**config.mk**
```make
export PLATFORM = sky130hd
export DESIGN_NAME = dispatch_allocator
export DESIGN_NICKNAME = d
export VERILOG_FILES = /design/src/rtl/dispatch_allocator.sv
export SDC_FILE = /design/constraint.sdc
export NUM_CORES = 1
export LEC_CHECK = 0
export BUFFER_PORTS_ARGS = -buffer_cell sky130_fd_sc_hd__buf_2
export CELL_PAD_IN_SITES_DETAIL_PLACEMENT = 2
export CELL_PAD_IN_SITES_GLOBAL_PLACEMENT = 2
export CORE_MARGIN = 2
export CORE_UTILIZATION = 26
export CTS_CLUSTER_SIZE = 20
export DETAILED_ROUTE_END_ITERATION = 7
export HOLD_SLACK_MARGIN = 0.15
export PLACE_DENSITY = 0.87
export SLEW_MARGIN = 0
export SYNTH_ARGS = -nofsm -noshare
export SYNTH_HDL_FRONTEND = slang
export SYNTH_SLANG_ARGS = --single-unit
```
**constraint.sdc**
```tcl
create_clock -name clk -period 3.7 [get_ports clk]
set_input_delay 0.74 -clock clk [delete_from_list [all_inputs] [get_ports clk]]
set_output_delay 0.74 -clock clk [all_outputs]
set_load 0.03 [all_outputs]
```
**src/rtl/dispatch_allocator.sv**
```systemverilog
// Dispatch allocation stage: ROB tag / LSQ slot / RS station allocation with
// CDB operand resolution, registered one-cycle result.
// Optional: DISPATCH_LATE_FORWARD_EN forwards a CDB broadcast onto still
// unresolved output operands during the out_valid cycle.
module dispatch_allocator #(
  parameter int ROB_SIZE = 16,
  parameter int LSQ_SIZE = 8,
  parameter int RS_SIZE  = 8,
  parameter int NUM_CDB  = 2,
  parameter int DATA_W   = 32,
  parameter int TAG_W    = $clog2(ROB_SIZE + 1)
) (
  input  logic                        clk,
  input  logic                        reset,
  input  logic                        flush,
  input  logic                        in_valid,
  output logic                        in_ready,
  input  logic                        in_needs_rs,
  input  logic                        in_needs_lsq,
  input  logic [TAG_W-1:0]            in_src1_tag,
  input  logic [TAG_W-1:0]            in_src2_tag,
  input  logic [DATA_W-1:0]           in_src1_value,
  input  logic [DATA_W-1:0]           in_src2_value,
  input  logic [NUM_CDB-1:0]          cdb_valid,
  input  logic [NUM_CDB*TAG_W-1:0]    cdb_tag,
  input  logic [NUM_CDB*DATA_W-1:0]   cdb_value,
  input  logic                        rob_retire,
  input  logic                        lsq_retire,
  input  logic                        rs_free_valid,
  input  logic [$clog2(RS_SIZE)-1:0]  rs_free_id,
  output logic                        out_valid,
  output logic [TAG_W-1:0]            out_rob_tag,
  output logic [$clog2(LSQ_SIZE)-1:0] out_lsq_idx,
  output logic [$clog2(RS_SIZE)-1:0]  out_station_id,
  output logic                        out_uses_rs,
  output logic                        out_uses_lsq,
  output logic [TAG_W-1:0]            out_src1_tag,
  output logic [TAG_W-1:0]            out_src2_tag,
  output logic [DATA_W-1:0]           out_src1_value,
  output logic [DATA_W-1:0]           out_src2_value,
  output logic                        rob_full,
  output logic                        lsq_full,
  output logic                        rs_full,
  output logic [$clog2(ROB_SIZE+1)-1:0] rob_count,
  output logic [$clog2(LSQ_SIZE+1)-1:0] lsq_count
);

  localparam int ROB_CW = $clog2(ROB_SIZE + 1);
  localparam int LSQ_IW = $clog2(LSQ_SIZE);
  localparam int LSQ_CW = $clog2(LSQ_SIZE + 1);
  localparam int RS_IW  = $clog2(RS_SIZE);

  localparam logic [ROB_CW-1:0] ROB_MAX  = ROB_CW'(ROB_SIZE);
  localparam logic [TAG_W-1:0]  TAG_LAST = TAG_W'(ROB_SIZE);
  localparam logic [TAG_W-1:0]  TAG_ONE  = TAG_W'(1);
  localparam logic [LSQ_CW-1:0] LSQ_MAX  = LSQ_CW'(LSQ_SIZE);
  localparam logic [LSQ_IW-1:0] LSQ_LAST = LSQ_IW'(LSQ_SIZE - 1);

  typedef struct packed {
    logic [TAG_W-1:0]  tag;
    logic [DATA_W-1:0] value;
  } operand_t;

  // Allocation state
  logic [TAG_W-1:0]   rob_tail_q,  rob_tail_d;
  logic [LSQ_IW-1:0]  lsq_tail_q,  lsq_tail_d;
  logic [ROB_CW-1:0]  rob_count_q, rob_count_d;
  logic [LSQ_CW-1:0]  lsq_count_q, lsq_count_d;
  logic [RS_SIZE-1:0] rs_busy_q,   rs_busy_d;

  // Registered result
  logic               out_valid_q,   out_valid_d;
  logic [TAG_W-1:0]   out_rob_tag_q, out_rob_tag_d;
  logic [LSQ_IW-1:0]  out_lsq_idx_q, out_lsq_idx_d;
  logic [RS_IW-1:0]   out_station_q, out_station_d;
  logic               out_uses_rs_q, out_uses_rs_d;
  logic               out_uses_lsq_q, out_uses_lsq_d;
  operand_t           src1_q, src1_d;
  operand_t           src2_q, src2_d;

  logic               accept;
  logic [RS_IW-1:0]   rs_sel;
  logic               rs_found;
  operand_t           src1_out, src2_out;

  // Unresolved operand: the lowest-index matching CDB bus supplies the value.
  // An unresolved operand always carries value 0, so this also serves as the
  // late-forward path on an already registered operand.
  function automatic operand_t snoop(input operand_t op);
    operand_t r;
    logic     hit;
    r   = op;
    hit = 1'b0;
    if (op.tag != '0) begin
      r.value = '0;
      for (int unsigned b = 0; b < NUM_CDB; b++) begin
        if (!hit && cdb_valid[b] && (cdb_tag[b*TAG_W +: TAG_W] == op.tag)) begin
          r.tag   = '0;
          r.value = cdb_value[b*DATA_W +: DATA_W];
          hit     = 1'b1;
        end
      end
    end
    return r;
  endfunction

  assign rob_full = (rob_count_q == ROB_MAX);
  assign lsq_full = (lsq_count_q == LSQ_MAX);
  assign rs_full  = &rs_busy_q;
  assign in_ready = !flush && !rob_full && (!in_needs_lsq || !lsq_full) &&
                    (!in_needs_rs || !rs_full);
  assign accept   = in_valid && in_ready;

  // Lowest-index idle station from the registered bitmap
  always_comb begin
    rs_sel   = '0;
    rs_found = 1'b0;
    for (int unsigned i = 0; i < RS_SIZE; i++) begin
      if (!rs_busy_q[i] && !rs_found) begin
        rs_sel   = RS_IW'(i);
        rs_found = 1'b1;
      end
    end
  end

  // Next-state: allocation, counters, station bitmap and result registers
  always_comb begin
    rob_tail_d     = rob_tail_q;
    lsq_tail_d     = lsq_tail_q;
    rob_count_d    = rob_count_q;
    lsq_count_d    = lsq_count_q;
    rs_busy_d      = rs_busy_q;
    out_valid_d    = accept;
    out_rob_tag_d  = out_rob_tag_q;
    out_lsq_idx_d  = out_lsq_idx_q;
    out_station_d  = out_station_q;
    out_uses_rs_d  = out_uses_rs_q;
    out_uses_lsq_d = out_uses_lsq_q;
    src1_d         = src1_q;
    src2_d         = src2_q;

    if (accept) begin
      rob_tail_d     = (rob_tail_q == TAG_LAST) ? TAG_ONE : rob_tail_q + TAG_ONE;
      rob_count_d    = rob_count_d + ROB_CW'(1);
      out_rob_tag_d  = rob_tail_q;
      out_uses_rs_d  = in_needs_rs;
      out_uses_lsq_d = in_needs_lsq;
      out_lsq_idx_d  = in_needs_lsq ? lsq_tail_q : '0;
      out_station_d  = in_needs_rs ? rs_sel : '0;
      src1_d         = snoop('{tag: in_src1_tag, value: in_src1_value});
      src2_d         = snoop('{tag: in_src2_tag, value: in_src2_value});
      if (in_needs_lsq) begin
        lsq_tail_d  = (lsq_tail_q == LSQ_LAST) ? '0 : lsq_tail_q + LSQ_IW'(1);
        lsq_count_d = lsq_count_d + LSQ_CW'(1);
      end
    end
    if (rob_retire && rob_count_q != '0) rob_count_d = rob_count_d - ROB_CW'(1);
    if (lsq_retire && lsq_count_q != '0) lsq_count_d = lsq_count_d - LSQ_CW'(1);

    // Free is applied before allocation; the allocator only sees the
    // registered bitmap, so a freed slot is reusable from the next cycle.
    if (rs_free_valid) rs_busy_d[rs_free_id] = 1'b0;
    if (accept && in_needs_rs) rs_busy_d[rs_sel] = 1'b1;

    if (flush) begin
      rob_tail_d     = TAG_ONE;
      lsq_tail_d     = '0;
      rob_count_d    = '0;
      lsq_count_d    = '0;
      rs_busy_d      = '0;
      out_valid_d    = 1'b0;
      out_rob_tag_d  = '0;
      out_lsq_idx_d  = '0;
      out_station_d  = '0;
      out_uses_rs_d  = 1'b0;
      out_uses_lsq_d = 1'b0;
      src1_d         = '0;
      src2_d         = '0;
    end
  end

  // State registers with synchronous reset
  always_ff @(posedge clk) begin
    if (reset) begin
      rob_tail_q     <= TAG_ONE;
      lsq_tail_q     <= '0;
      rob_count_q    <= '0;
      lsq_count_q    <= '0;
      rs_busy_q      <= '0;
      out_valid_q    <= 1'b0;
      out_rob_tag_q  <= '0;
      out_lsq_idx_q  <= '0;
      out_station_q  <= '0;
      out_uses_rs_q  <= 1'b0;
      out_uses_lsq_q <= 1'b0;
      src1_q         <= '0;
      src2_q         <= '0;
    end else begin
      rob_tail_q     <= rob_tail_d;
      lsq_tail_q     <= lsq_tail_d;
      rob_count_q    <= rob_count_d;
      lsq_count_q    <= lsq_count_d;
      rs_busy_q      <= rs_busy_d;
      out_valid_q    <= out_valid_d;
      out_rob_tag_q  <= out_rob_tag_d;
      out_lsq_idx_q  <= out_lsq_idx_d;
      out_station_q  <= out_station_d;
      out_uses_rs_q  <= out_uses_rs_d;
      out_uses_lsq_q <= out_uses_lsq_d;
      src1_q         <= src1_d;
      src2_q         <= src2_d;
    end
  end

`ifdef DISPATCH_LATE_FORWARD_EN
  // Late forward: catch a broadcast that lands in the out_valid cycle
  always_comb begin
    src1_out = src1_q;
    src2_out = src2_q;
    if (out_valid_q) begin
      src1_out = snoop(src1_q);
      src2_out = snoop(src2_q);
    end
  end
`else
  // Operands are presented straight from the registers
  always_comb begin
    src1_out = src1_q;
    src2_out = src2_q;
  end
`endif

  assign out_valid      = out_valid_q;
  assign out_rob_tag    = out_rob_tag_q;
  assign out_lsq_idx    = out_lsq_idx_q;
  assign out_station_id = out_station_q;
  assign out_uses_rs    = out_uses_rs_q;
  assign out_uses_lsq   = out_uses_lsq_q;
  assign out_src1_tag   = src1_out.tag;
  assign out_src1_value = src1_out.value;
  assign out_src2_tag   = src2_out.tag;
  assign out_src2_value = src2_out.value;
  assign rob_count      = rob_count_q;
  assign lsq_count      = lsq_count_q;

endmodule

```
==> out/metrics.csv <==
stage;metric;value;unit
outcome;status;finished, final reports clean;
sta;Tcrit/Tclk final;82.0;%
grt;GR peak layer;met2;
clock_network;CTS root buffer;clkbuf_16;
clock_network;CTS Hold Buffers Added;0;
grt;GR Layer Usage met1;27.7;%
sta;Setup WS post-layout;0.668;ns
final_layout;commonest non-fill, non-tap cell in the layout;buf_2;
critical_path;max incr delay on CP;0.48;ns
yosys;Post-Syn Area;0.00648;mm2
final_layout;non-filler instance count after layout;1394;
critical_path;WP data required;4.05;ns
sta;RSZ-0062 raised after global routing;no;
job;max cap viols;0;
sta;Worst slew margin;37.4;%
hold_path;Min-Delay Path Depth;2;
sta;clock skew;0.0119;ns
pwr;overall power;3.37;mW
floorplan;Die X;162;um
drt;total wire length;31100;um
critical_path;critical path capture point type;flip-flop;
final_layout;Final #Nets;1224;
drt;DRT Pass-1 Iters;5;
floorplan;Die H;162;um
yosys;post-synthesis cell type count;63;
critical_path;WP data arrival;3.38;ns
pwr;maximum VDD drop;0.211;mV
yosys;FF+latch count, synth;113;
clock_network;CTS tree;done;
placement;PortBufs;262;
final_layout;layout cell share with drive strength beyond 1;31.4;%
final_layout;commonest non-fill, non-tap cells in the layout;buf_2, dfxtp_1, nor2_1, nand3_1, nor3_1;
clock_network;CTS sink cnt;113;
critical_path;crit path capture;rob_count[4];
critical_path;CP startpoint;rob_count[0];
placement;RePlAce Congestion;0.856;
placement;Setup WS pre-CTS;0.588;ns
floorplan;die area;0.0262;mm2
sta;Final Slew Violations;0;
sta;FMAX;330;MHz
critical_path;worst reg2reg path startpoint;rob_count[0];
clock_network;Reg clk slew, reported paths;0.06;ns
sta;TNS Setup;0;ns
yosys;Syn Nets;998;
floorplan;Core Area;0.0244;mm2
critical_path;Critical-path top delay cell;dfxtp_1;
final_layout;post-layout util;35.7;%
floorplan;Core Rows;57;
clock_network;clk_lat worst skew;0.42;ns
critical_path;cells on worst reg2reg path;11;
grt;first-pass GRT wire length;47400;um
drt;Vias;7602;
floorplan;Initial Util;26.6;%
critical_path;CP Cell Sequence;inv_1, ha_1, and4bb_4, a211oi_4, and2_1, xnor2_1, ha_1, nand3_1, or4_4, a211oi_2, mux2i_1;
critical_path;crit path max fanout;7;
drt;DRC viols;0;
pwr;Power Density;387;mW/mm2
grt;initial antenna violation count;7;
sta;final hold vios;0;
floorplan;Ports;263;
yosys;Gate Count Post-Synth;826;
clock_network;clk buf depth;2;
yosys;Primary FF master, synth;dfxtp_1;
yosys;register area share after synthesis;34.9;%
drt;drt wl/cell;22.3;um
drt;Post-DRT Antenna Nets;0;
yosys;Post-synth EDFFs;0;
yosys;warnings from Yosys;0;
sta;Tmin final;3.03;ns
placement;dpl cells;1357;
critical_path;startpoint type of the worst setup path;flip-flop;
hold_path;HP Class;reg -> reg;
grt;met2 usage;41.0;%
critical_path;most frequent CP cell;ha_1;
yosys;Avg Cell Area, Syn;7.84;um2
sta;Worst-Margin Slew;0.939;ns
grt;vias in the first global route;8115;
final_layout;synthesis-to-layout area growth;34.3;%
drt;Initial DRC Count;316;
yosys;ys async rst share;0;%
critical_path;R2R Path End;rob_count[4];
critical_path;critical path type;reg -> reg;
sta;final setup fails;0;
grt;Global Route Usage Sum;23.2;%
clock_network;CTS H-Tree Depth;4;
critical_path;flop2flop setup slack;0.67;ns
grt;largest net degree at the start of global routing;66;
clock_network;Setup Buffers After CTS;0;
clock_network;Inserted Clock Buffers;17;
grt;met3 global-route usage;6.00;%
pwr;leakage power;3.60;nW
drt;Via density;5.45;
clock_network;post-cts sizing count;0;
placement;DP HPWL;21900;um
grt;grt ovf;0;
## area by class of cell
cell class	count	area, um2
inverter	43	161
tap	324	405
fill	2885	15700
clock buffer	18	429
timing repair buffer	285	1520
sequential	113	2260
antenna	7	17.5
clock inverter	12	144
multi-input combinational	592	3760
## critical path, delay by kind of cell (launching register included)
family          cells  cell delay [ns]
xor+xnor            1             0.15
mux                 1             0.21
compound gates      2             0.59
simple gates        4             1.00
fa+ha+maj           2             0.42
flops               1             0.48
buf+inv             1             0.13
## per-layer routing
metal | vias up | share of wire, %
li1 | 3527 | -
met1 | 3782 | 42
met2 | 247 | 50
met3 | 44 | 6.2
met4 | 2 | 1.8
met5 | - | 0.051
## flip-flops by register name (all words and copies together) (netlist names)
name / count
lsq_count: 4
lsq_tail_q: 3
out_lsq_idx: 3
out_rob_tag: 5
out_src1_tag: 5
out_src1_value: 32
out_src2_tag: 5
out_src2_value: 32
out_station_id: 3
out_uses_lsq: 1
out_uses_rs: 1
out_valid: 1
rob_count: 5
rob_tail_q: 5
rs_busy_q: 8
## cells by family after synthesis
group	count (synthesis)	share of synthesized area, %
compound gates	205	24.0
xor+xnor	29	4.13
fa+ha+maj	10	1.93
buf+inv	121	7.49
flops	113	34.9
mux	4	0.618
simple gates	344	26.9
## where the power goes
part | switching, mW | internal (mW) | total (mW)
Sequential | 0.0133 | 1.23 | 1.24
Clock | 0.627 | 1.04 | 1.67
Combinational | 0.295 | 0.159 | 0.453
Total | 0.935 | 2.43 | 3.37
## synth_stat cells (all sizes together) (4+ instances only)
master / instances / share of area (%)
a211oi: 5 / 0.93
a21oi: 40 / 3.1
a311oi: 64 / 8.7
and2: 5 / 0.48
buf: 23 / 1.8
clkbuf: 55 / 3.2
dfxtp: 113 / 35
ha: 10 / 1.9
inv: 43 / 2.5
mux2i: 4 / 0.62
nand2: 49 / 2.9
nand2b: 4 / 0.39
nand3: 76 / 6.1
nand4: 14 / 1.4
nand4b: 10 / 1.4
nor2: 82 / 4.8
nor3: 74 / 5.9
nor4: 4 / 0.48
o21ai: 7 / 0.54
o31ai: 67 / 7.8
or3: 5 / 0.48
xnor2: 19 / 2.6
xor2: 9 / 1.2
## worst min-delay path by stage
stage / start / endpoint
floorplan: lsq_tail_q[1] / lsq_tail_q[1]
global placement: out_station_id[1] / out_station_id[1]
detailed placement: out_src1_tag[1] / out_src1_tag[1]
CTS: out_src1_tag[1] / out_src1_tag[1]
global route: out_src1_tag[1] / out_src1_tag[1]
finish: out_src1_tag[1] / out_src1_tag[1]
## per-stage QoR
step / area (um2) / hold slack (ns)
4_1_cts: 8680 / 0.457
3_3_place_gp: 8110 / 0.437
2_1_floorplan: 6480 / 0.449
3_5_place_dp: 8110 / 0.449
6_report: 8700 / 0.453
5_1_grt: 8690 / 0.471
(Power assumes the default switching activity.)
